--- src/rtl/mmcm_rc_pkg.sv ---
//==============================================================================
// Module : mmcm_rc_pkg
// Brief  : State encodings, STATUS bit positions and default timeouts for the
//          MMCM reconfiguration initiator.
// Rev    : 1.0
//==============================================================================
`default_nettype none

package mmcm_rc_pkg;

    localparam logic [2:0] c_ST_IDLE      = 3'd0;
    localparam logic [2:0] c_ST_STROBE    = 3'd1;
    localparam logic [2:0] c_ST_WAIT_ACK  = 3'd2;
    localparam logic [2:0] c_ST_WAIT_DONE = 3'd3;

    localparam int c_STAT_STATE_LSB = 0;
    localparam int c_STAT_BUSY      = 3;
    localparam int c_STAT_PENDING   = 4;
    localparam int c_STAT_ACK_TO    = 5;
    localparam int c_STAT_DONE_TO   = 6;
    localparam int c_STAT_OVERRUN   = 7;
    localparam int c_STAT_CNT_LSB   = 8;

    localparam int c_DEF_ACK_TIMEOUT  = 64;
    localparam int c_DEF_DONE_TIMEOUT = 2**20;
    localparam int c_DEF_TO_W         = 21;

endpackage

`default_nettype wire

--- src/rtl/sync_bit.sv ---
//==============================================================================
// Module : sync_bit
// Brief  : Multi-flop single-bit synchronizer, asynchronously reset to 0.
// Rev    : 1.0
//==============================================================================
`default_nettype none

module sync_bit #(
    parameter int STAGES = 2
) (
    input  logic i_clk,
    input  logic i_rst,
    input  logic i_d,
    output logic o_q
);

    generate
        if (STAGES < 2) begin : g_stages_check
            $error("sync_bit: STAGES must be at least 2");
        end
    endgenerate

    logic [STAGES-1:0] r_sync;

    always_ff @(posedge i_clk or posedge i_rst) begin
        if (i_rst) begin
            r_sync <= '0;
        end else begin
            r_sync <= {r_sync[STAGES-2:0], i_d};
        end
    end

    assign o_q = r_sync[STAGES-1];

endmodule

`default_nettype wire

--- src/rtl/mmcm_rc_initiator.sv ---
//==============================================================================
// Module : mmcm_rc_initiator
// Brief  : Requesting side of the RCREG/RCEN/RCRDY MMCM reconfiguration handshake.
// Rev    : 1.0
//==============================================================================
`default_nettype none

module mmcm_rc_initiator
    import mmcm_rc_pkg::*;
#(
    parameter int CFG_WIDTH    = 576,
    parameter int SYNC_STAGES  = 2,
    parameter int ACK_TIMEOUT  = c_DEF_ACK_TIMEOUT,
    parameter int DONE_TIMEOUT = c_DEF_DONE_TIMEOUT,
    parameter int TO_W         = c_DEF_TO_W
) (
    input  logic                 i_clk,
    input  logic                 i_rst,
    input  logic                 i_req,
    input  logic [CFG_WIDTH-1:0] i_cfg_in,
    input  logic                 i_clr_err,
    input  logic                 i_rcrdy,
    output logic [CFG_WIDTH-1:0] o_rcreg,
    output logic                 o_rcen,
    output logic                 o_busy,
    output logic                 o_done,
    output logic [15:0]          o_status
);

    generate
        if (((64'd1 << TO_W) < 64'(ACK_TIMEOUT)) || ((64'd1 << TO_W) < 64'(DONE_TIMEOUT))) begin : g_to_w_check
            $error("mmcm_rc_initiator: TO_W too small for the configured timeouts");
        end
    endgenerate

    localparam logic [TO_W-1:0] c_ACK_LAST  = TO_W'(ACK_TIMEOUT - 1);
    localparam logic [TO_W-1:0] c_DONE_LAST = TO_W'(DONE_TIMEOUT - 1);

    logic                 w_rcrdy_s;
    logic [2:0]           r_state;
    logic [2:0]           w_state_nxt;
    logic [TO_W-1:0]      r_cnt;
    logic [CFG_WIDTH-1:0] r_rcreg;
    logic                 r_rcen;
    logic                 r_busy;
    logic                 r_done;
    logic                 r_pending;
    logic                 r_ack_to;
    logic                 r_done_to;
    logic                 r_overrun;
    logic [7:0]           r_count;
    logic [15:0]          r_status;
    logic [15:0]          w_status;

    logic w_launch;
    logic w_strobe;
    logic w_ack_fall;
    logic w_ack_to_evt;
    logic w_done_evt;
    logic w_done_to_evt;
    logic w_waiting;

    sync_bit #(
        .STAGES (SYNC_STAGES)
    ) u_sync_rcrdy (
        .i_clk (i_clk),
        .i_rst (i_rst),
        .i_d   (i_rcrdy),
        .o_q   (w_rcrdy_s)
    );

    always_ff @(posedge i_clk or posedge i_rst) begin
        if (i_rst) begin
            r_state <= c_ST_IDLE;
        end else begin
            r_state <= w_state_nxt;
        end
    end

    always_comb begin
        w_state_nxt = r_state;
        case (r_state)
            c_ST_IDLE: begin
                if ((i_req || r_pending) && w_rcrdy_s) begin
                    w_state_nxt = c_ST_STROBE;
                end
            end
            c_ST_STROBE: begin
                w_state_nxt = c_ST_WAIT_ACK;
            end
            c_ST_WAIT_ACK: begin
                if (!w_rcrdy_s) begin
                    w_state_nxt = c_ST_WAIT_DONE;
                end else if (r_cnt == c_ACK_LAST) begin
                    w_state_nxt = c_ST_IDLE;
                end
            end
            c_ST_WAIT_DONE: begin
                if (w_rcrdy_s || (r_cnt == c_DONE_LAST)) begin
                    w_state_nxt = c_ST_IDLE;
                end
            end
            default: begin
                w_state_nxt = c_ST_IDLE;
            end
        endcase
    end

    always_comb begin
        w_launch      = 1'b0;
        w_strobe      = 1'b0;
        w_ack_fall    = 1'b0;
        w_ack_to_evt  = 1'b0;
        w_done_evt    = 1'b0;
        w_done_to_evt = 1'b0;
        w_waiting     = 1'b0;
        case (r_state)
            c_ST_IDLE:      w_launch = (i_req || r_pending) && w_rcrdy_s;
            c_ST_STROBE:    w_strobe = 1'b1;
            c_ST_WAIT_ACK: begin
                w_waiting    = 1'b1;
                w_ack_fall   = !w_rcrdy_s;
                w_ack_to_evt = w_rcrdy_s && (r_cnt == c_ACK_LAST);
            end
            c_ST_WAIT_DONE: begin
                w_waiting     = 1'b1;
                w_done_evt    = w_rcrdy_s;
                w_done_to_evt = !w_rcrdy_s && (r_cnt == c_DONE_LAST);
            end
            default: ;
        endcase
    end

    // Snapshot, strobe, timeout counter and handshake flags.
    always_ff @(posedge i_clk or posedge i_rst) begin
        if (i_rst) begin
            r_rcreg   <= '0;
            r_rcen    <= 1'b0;
            r_busy    <= 1'b0;
            r_done    <= 1'b0;
            r_cnt     <= '0;
            r_pending <= 1'b0;
            r_count   <= 8'd0;
        end else begin
            r_rcen    <= w_strobe;
            r_done    <= w_done_evt;
            r_pending <= w_launch ? 1'b0 : (r_pending || i_req);
            if (w_launch) begin
                r_rcreg <= i_cfg_in;
            end
            if (w_launch) begin
                r_busy <= 1'b1;
            end else if (w_ack_to_evt || w_done_evt || w_done_to_evt) begin
                r_busy <= 1'b0;
            end
            if (w_strobe || w_ack_fall) begin
                r_cnt <= '0;
            end else if (w_waiting && (r_cnt != '1)) begin
                r_cnt <= r_cnt + TO_W'(1);
            end
            if (w_done_evt) begin
                r_count <= r_count + 8'd1;
            end
        end
    end

    // Sticky errors: a set in the same cycle as the clear takes priority.
    always_ff @(posedge i_clk or posedge i_rst) begin
        if (i_rst) begin
            r_ack_to  <= 1'b0;
            r_done_to <= 1'b0;
            r_overrun <= 1'b0;
        end else begin
            r_ack_to  <= w_ack_to_evt       || (r_ack_to  && !i_clr_err);
            r_done_to <= w_done_to_evt      || (r_done_to && !i_clr_err);
            r_overrun <= (i_req && r_pending) || (r_overrun && !i_clr_err);
        end
    end

    always_comb begin
        w_status                          = '0;
        w_status[c_STAT_STATE_LSB +: 3]   = r_state;
        w_status[c_STAT_BUSY]             = r_busy;
        w_status[c_STAT_PENDING]          = r_pending;
        w_status[c_STAT_ACK_TO]           = r_ack_to;
        w_status[c_STAT_DONE_TO]          = r_done_to;
        w_status[c_STAT_OVERRUN]          = r_overrun;
        w_status[c_STAT_CNT_LSB +: 8]     = r_count;
    end

    always_ff @(posedge i_clk or posedge i_rst) begin
        if (i_rst) begin
            r_status <= 16'd0;
        end else begin
            r_status <= w_status;
        end
    end

    assign o_rcreg  = r_rcreg;
    assign o_rcen   = r_rcen;
    assign o_busy   = r_busy;
    assign o_done   = r_done;
    assign o_status = r_status;

endmodule

`default_nettype wire
--- config.mk ---
export PLATFORM = sky130hd
export DESIGN_NAME = mmcm_rc_initiator
export DESIGN_NICKNAME = d
export VERILOG_FILES = /design/src/rtl/mmcm_rc_pkg.sv /design/src/rtl/sync_bit.sv /design/src/rtl/mmcm_rc_initiator.sv
export SDC_FILE = /design/constraint.sdc
export NUM_CORES = 1
export LEC_CHECK = 0
export BUFFER_PORTS_ARGS = -buffer_cell sky130_fd_sc_hd__buf_2
export CAP_MARGIN = 10
export CORE_AREA = 2 2 459 461
export DETAILED_ROUTE_END_ITERATION = 8
export DIE_AREA = 0 0 461 463
export GPL_TIMING_DRIVEN = 0
export HOLD_SLACK_MARGIN = 0.08
export PLACE_DENSITY_LB_ADDON = 0.2
export RECOVER_POWER = 25
export SYNTH_ARGS = -nofsm -noshare
export SYNTH_HDL_FRONTEND = slang
export SYNTH_SLANG_ARGS = --single-unit
--- constraint.sdc ---
create_clock -name i_clk -period 19.7 [get_ports i_clk]
set_input_delay 0.985 -clock i_clk [delete_from_list [all_inputs] [get_ports i_clk]]
set_output_delay 0.985 -clock i_clk [all_outputs]
set_load 0.05 [all_outputs]
==> flow_summary.yaml, run 1 <==
route:
  via_count: 17700
  postRouteAntennaNets: 0
  wl_per_cell_um: 23.0
  drt_iter0_drc: 659
  first_pass_iters: 5
  wl_um: 129000
  viasPerCell: 3.15
  drcViolationCount: 0
clock_network:
  cts_inserted_buffers: 85
  clock_latency_ns: 0.71
  clock_sinks: 631
  post_cts_buffers: 0
  cts_root_buffer: "clkbuf_16"
  cts.clk_slew.worst_paths_ns: 0.05
  cts.path.max_buffers: 3
  hold_buffers: 0
  cts_resized: 0
  cts_htree_levels: 3
  cts_tree: "done"
timing:
  fmax_ghz: 0.140
  rsz0062_at_grt: "false"
  fin_ws_ns: 12.57
  setup_violations: 0
  tns_ns: 0
  tightest_slew_ns: 6.37
  skew_ns: 0.0450
  final_hold_viol_count: 0
  slew_headroom_pct: -325
  period_minus_slack_ns: 7.13
  slew_violations: 213
  fin_crit_sh_pct: 36.2
floorplan:
  placementRows: 168
  die_y_um: 463
  core_area_um2: 209000
  die_x_um: 461
  start_util_pct: 11.4
  die-area_um2: 213000
  boundaryPins: 1176
worst_setup_path:
  r2r_setup_slack_ns: 16.35
  end_kind: "asynchronous set/reset pin"
  cp.required_ns: 18.95
  cp_top_family: "buffers and inverters"
  critical_path_buf_inv_count: 3
  cp_max_fo: 107
  crit_chain: "buf_2 > clkinvlp_2 > clkbuf_1"
  cpPeakStageDelay_ns: 4.40
  path_class: "input port to asynchronous set/reset pin"
  cpMaxStageDelayCell: "clkbuf_1"
  arrival_ns: 6.38
  critPathLaunchType: "input port"
yosys:
  ys_async_sr_fraction_pct: 100
  yosys_warnings: 0
  synthesis.nets: 2030
  synth_top_cell_area_share_pct: 66.6
  synth_area_leader_cell: "dfrtp_1"
  synth.distinct_cells: 46
  synth_edf_count: 0
  ys_seq_area_share_pct: 66.6
  synth.avg_cell_area_um2: 16.4
  synth_area_leaders: "dfrtp_1 67%, mux2_2 27%, buf_2 1.4%"
  syn_area_um2: 23700
  synth_seq_cells: 631
  ys.flop_type: "dfrtp_1"
  syn-instance-count: 1447
global_route:
  grt_pass1_vias: 18800
  antenna_found_initial: 95
  track_usage_pct: 11.8
  grt_pass1_wl_um: 172000
  grt_max_degree: 110
  grt_remaining_overflow: 0
hold_path:
  worstHoldPathType: "register to register"
status:
  outcome: "finished, violations left"
  violations: "capacitance limit, slew limit"
finish:
  post-route-cell-area_um2: 36100
  fin_util_pct: 17.3
  fin_cells: 5616
  area_growth_pct: 52.4
  layout.nets: 3298
  drive_gt1_share_pct: 70.4
run:
  drv_cap: 2
power_and_ir_drop:
  p_leak_nw: 16.8
  ir_worst_vdd_mv: 0.122
  powerDensity_nw_per_um2: 222
placement:
  io_buffer_count: 1174
  gp_congestion: 0.820
  place_area_um2: 33300
  dp_worst_setup_slack_ns: 15.18
  dp_cells: 5433
  dp_hpwl_um: 107000
-- layer usage --
layer / up-vias / wire length [µm] / GRT usage (%)
li1: 7747 / - / -
met1: 8821 / 48300 / 12.8
met2: 889 / 62900 / 20.2
met3: 204 / 15000 / 5.70
met4: 54 / 2560 / 2.97
met5: - / 359 / 0
-- worst reg2reg max path, cell delays in order (launching register included) --
cell and delay, ns:
dfrtp_1 0.34, clkbuf_1 0.32, nor2_1 0.08, o211ai_1 0.34
buf_6 0.22, clkbuf_2 0.49, buf_2 0.63, buf_2 0.46
mux2_2 0.38
-- final timing paths --
| path | from | endpoint | cells after the start |
|---|---|---|---|
| max | i_rst | o_rcreg[110] | 3 |
| min | u_sync_rcrdy.r_sync[0] | u_sync_rcrdy.r_sync[1] | 0 |
| max reg2reg | r_state[0] | o_rcreg[478] | 8 |
| min reg2reg | u_sync_rcrdy.r_sync[0] | u_sync_rcrdy.r_sync[1] | 0 |
| max in group i_clk | r_state[0] | o_rcreg[478] | 8 |
| min in group asynchronous | i_rst | o_rcreg[264] | 2 |
-- per-stage QoR --
stage,hold slack [ns],power [mW]
2_1_floorplan,0.331,5.20
3_3_place_gp,0.338,6.56
3_5_place_dp,0.347,6.55
4_1_cts,0.113,8.21
5_1_grt,0.364,8.43
6_report,0.356,8.03
-- cells in the mapped netlist, drive strengths merged (2+ instances only) --
cell type,n
dfrtp,631
mux2,577
buf,70
nand2,26
a21oi,14
nand4,11
clkbuf,10
o21ai,10
and4,8
or3,8
a2111o,7
mux2i,7
nand3,6
xnor2,6
a211oi,5
and3,5
inv,5
nor2,4
nor2b,4
nor4,4
a31oi,3
o31ai,3
a21boi,2
and2,2
ha,2
or2,2
or4,2
-- state kept, by name (all words and copies together), names as in the netlist --
signal,cells
o_rcreg,576
r_cnt,21
o_status,15
r_count,8
r_state,2
u_sync_rcrdy.r_sync,2
o_busy,1
o_done,1
o_rcen,1
r_ack_to,1
r_done_to,1
r_overrun,1
r_pending,1
-- cell families after synthesis --
| group | synth area share, % |
|---|---|
| mux | 27.7 |
| xor+xnor | 0.259 |
| flops | 66.6 |
| buf+inv | 1.74 |
| fa+ha+maj | 0.106 |
| simple gates | 2.08 |
| compound gates | 1.51 |
| other cells | 0.0158 |
-- final cells by class --
| class | count | area (µm²) |
|---|---|---|
| multi-input cells | 731 | 7500 |
| diodes | 33 | 82.6 |
| clock inverters | 31 | 438 |
| inverters | 5 | 20.0 |
| plain buffers | 80 | 389 |
| repair buffers | 1181 | 6000 |
| well taps | 2805 | 3510 |
| flip-flops and latches | 631 | 15800 |
| clock buffers | 119 | 2400 |
| fillers | 23300 | 172000 |
-- placed cells by master, fill, tap and decap left out, drive strengths merged, types with 7 or more instances in the layout --
| master | n |
|---|---|
| diode | 33 |
| nand4 | 11 |
| nand2 | 26 |
| mux2i | 7 |
| a2111o | 7 |
| dfrtp | 631 |
| buf | 1244 |
| a21oi | 14 |
| clkbuf | 136 |
| mux2 | 577 |
| clkinv | 22 |
| o21ai | 10 |
| or3 | 8 |
| and4 | 8 |
-- power breakdown --
| part | internal, mW | switching, mW |
|---|---|---|
| Combinational | 1.04 | 3.16 |
| Sequential | 1.93 | 0.327 |
| Clock | 0.933 | 0.653 |
Power figures use the tool's default switching activity.
==> run 2, diff against run 1 <==
--- a/config.mk
+++ b/config.mk
@@ -5,11 +5,12 @@
 export SDC_FILE = /design/constraint.sdc
 export NUM_CORES = 1
 export LEC_CHECK = 0
+export ABC_AREA = 1
 export BUFFER_PORTS_ARGS = -buffer_cell sky130_fd_sc_hd__buf_2
 export CAP_MARGIN = 10
-export CORE_AREA = 2 2 459 461
+export CORE_AREA = 2 2 462 464
 export DETAILED_ROUTE_END_ITERATION = 8
-export DIE_AREA = 0 0 461 463
+export DIE_AREA = 0 0 464 466
 export GPL_TIMING_DRIVEN = 0
 export HOLD_SLACK_MARGIN = 0.08
 export PLACE_DENSITY_LB_ADDON = 0.2
==> constraint.sdc (replaced) <==
create_clock -name i_clk -period 5.75 [get_ports i_clk]
set_input_delay 0.2875 -clock i_clk [delete_from_list [all_inputs] [get_ports i_clk]]
set_output_delay 0.2875 -clock i_clk [all_outputs]
set_load 0.05 [all_outputs]
==> run 2 against run 1 <==
The run still ends with capacitance limit, slew limit left. Combinational power grew to 3.3 times the previous value. Flip-flop and latch count stayed put. Hold slack worse by 0.099 ns. Critical path type unchanged. Critical endpoint is now o_rcreg[55].
==> flow_summary.yaml, run 2 <==
floorplan:
  placementRows: 169
  die-area_um2: 216000
  die_y_um: 466
  start_util_pct: 11.4
  boundaryPins: 1176
  core_area_um2: 211000
  die_x_um: 464
finish:
  area.sequential_um2: 15800
  fillers: 23900
  layout.nets: 5182
  drive_gt1_share_pct: 28.4
  final_common_cell: "nand2_1"
  post-route-cell-area_um2: 42400
  mostFrequentLayoutCells: "1827 x nand2_1, 1159 x buf_2, 631 x dfrtp_1, 580 x dlygate4sd3_1, 162 x clkbuf_1"
  multi_input_area_um2: 7560
  fin_util_pct: 20.1
  area_growth_pct: 76.6
  largest_register_ffs: 576
yosys:
  synth.avg_cell_area_um2: 8.78
  synth_most_common_cell: "nand2_1"
  synthMuxAreaShare_pct: 0
  ys_async_sr_fraction_pct: 100
  synth_fa_ha_area_share_pct: 0.104
  synth.distinct_cells: 31
  synth_seq_cells: 631
  synth_area_leaders: "dfrtp_1 66%, nand2_1 29%, buf_2 1.3%"
  synth_top_family_by_area: "simple AND/OR/NAND/NOR gates"
  syn_area_um2: 24000
  synth_xor_area_share_pct: 0.620
  ys_seq_area_share_pct: 65.7
  ys.flop_type: "dfrtp_1"
  syn-instance-count: 2738
  yosys_warnings: 0
  synth_top_cell_area_share_pct: 65.7
  synth_area_leader_cell: "dfrtp_1"
  synthesis.nets: 3321
  synth_common_cells: "1827 x nand2_1, 631 x dfrtp_1, 66 x clkbuf_1"
  synth_edf_count: 0
  synth_compound_area_share_pct: 0.302
  synth-simple-area-share_pct: 30.4
route:
  drcViolationCount: 0
  first_pass_iters: 5
  drt_iter0_drc: 1326
  wl_um: 150000
  via_count: 25200
  wl_per_cell_um: 19.9
  postRouteAntennaNets: 0
  viasPerCell: 3.36
hold_path:
  worstHoldPathType: "input port to register"
  whs_path_depth: 2
  hold_start: "i_rcrdy"
timing:
  period_minus_slack_ns: 3.67
  rsz0062_at_grt: "false"
  slew_violations: 57
  final_hold_viol_count: 0
  fmax_ghz: 0.273
  tightest_slew_ns: 2.13
  fin_crit_sh_pct: 63.8
  tns_ns: 0
  skew_ns: 0.0430
  setup_violations: 0
  slew_headroom_pct: -41.8
clock_network:
  clock_sinks: 631
  post_cts_buffers: 0
  cts_root_buffer: "clkbuf_16"
  clock_latency_ns: 0.74
  cts_inserted_buffers: 85
  cts.path.max_buffers: 3
  cts_htree_levels: 3
  cts_tree: "done"
  cts.clk_slew.worst_paths_ns: 0.06
placement:
  io_buffer_count: 1174
  dp_hpwl_um: 123000
  place_area_um2: 33800
  gp_congestion: 0.910
global_route:
  grt_remaining_overflow: 0
  grt_pass1_wl_um: 208000
  track_usage_pct: 13.5
  grt_pass1_vias: 26700
  antenna_found_initial: 70
  grt_max_degree: 39
worst_setup_path:
  critPathLaunch: "i_rst"
  critPathLaunchType: "input port"
  end_kind: "asynchronous set/reset pin"
  arrival_ns: 4.54
  rr_startpoint: "r_state[1]"
  cp.required_ns: 6.63
  path_class: "input port to asynchronous set/reset pin"
  cp_max_fo: 37
  worstRegToRegCells: 7
run:
  drv_cap: 2
status:
  outcome: "finished, violations left"
  violations: "capacitance limit, slew limit"
power_and_ir_drop:
  p_leak_nw: 22.4
  ir_worst_vdd_mv: 0.336
  powerDensity_nw_per_um2: 635
-- run 2: timing repair --
| action | 4_1_cts | 5_1_grt |
|---|---|---|
| endpoints found under the hold margin | 632 | 0 |
| resized for setup | 0 | 0 |
| setup endpoints to repair | 0 | 0 |
| hold buffers | 580 | 0 |
-- run 2: cells by family after synthesis --
logic type | Yosys count
compound gates | 13
xor+xnor | 17
fa+ha+maj | 2
buf+inv | 156
flops | 631
other cells | 1
simple gates | 1918
-- run 2: power breakdown --
part | switching (mW) | internal [mW] | total [mW] | leakage, nW
registers | 1.13 | 6.40 | 7.53 | 7.93
clock network | 2.30 | 3.23 | 5.53 | 1.39
logic | 11.2 | 2.73 | 13.9 | 13.1
-- run 2: layout make-up --
cell class                 instances  area share (%)
multi-input combinational       1951            17.8
sequential                       631            37.2
tap                             2821            8.32
inverter                          24           0.227
clock buffer                     118            5.70
buffer                           132            1.38
antenna                           30           0.177
timing repair buffer            1774            28.2
clock inverter                    29            1.03
-- run 2: layer usage --
| metal | global-route usage, % | up-vias | wire (µm) |
|---|---|---|---|
| met5 | 0 | - | 206 |
| met4 | 3.88 | 34 | 4480 |
| met3 | 4.43 | 233 | 11000 |
| met2 | 23.4 | 954 | 72800 |
| met1 | 15.8 | 11900 | 61000 |
| li1 | - | 12100 | - |
-- run 2: critical path, stage by stage --
cell and delay, ns:
dlygate4sd3_1 0.55, clkbuf_1 0.10, clkinvlp_2 0.80, clkbuf_1 1.59
buf_12 0.31, buf_12 0.27, buf_12 0.25, buf_12 0.25
-- run 2: worst paths after layout --
| kind | end | slack, ns |
|---|---|---|
| worst min register to register | u_sync_rcrdy.r_sync[1] | 0.35 |
| worst min-delay path | u_sync_rcrdy.r_sync[0] | 0.26 |
| max in group i_clk | o_rcreg[297] | 2.66 |
| min in group asynchronous | o_rcreg[108] | 0.44 |
| worst max register to register | o_rcreg[297] | 2.66 |
| worst max-delay path | o_rcreg[55] | 2.08 |
-- run 2: metrics by stage --
| stage | worst slack [ns] | total power [mW] | cells | hold WS [ns] |
|---|---|---|---|---|
| after floorplan | -3.15 | 16.7 | 2738 | 0.319 |
| after global placement | -8.82 | 21.5 | 6733 | 0.333 |
| after detailed placement | 2.61 | 21.5 | 6753 | 0.345 |
| after CTS | 2.58 | 27.6 | 7480 | 0.168 |
| after global routing | 1.49 | 28.6 | 7501 | 0.186 |
| final | 2.08 | 26.9 | 7510 | 0.257 |
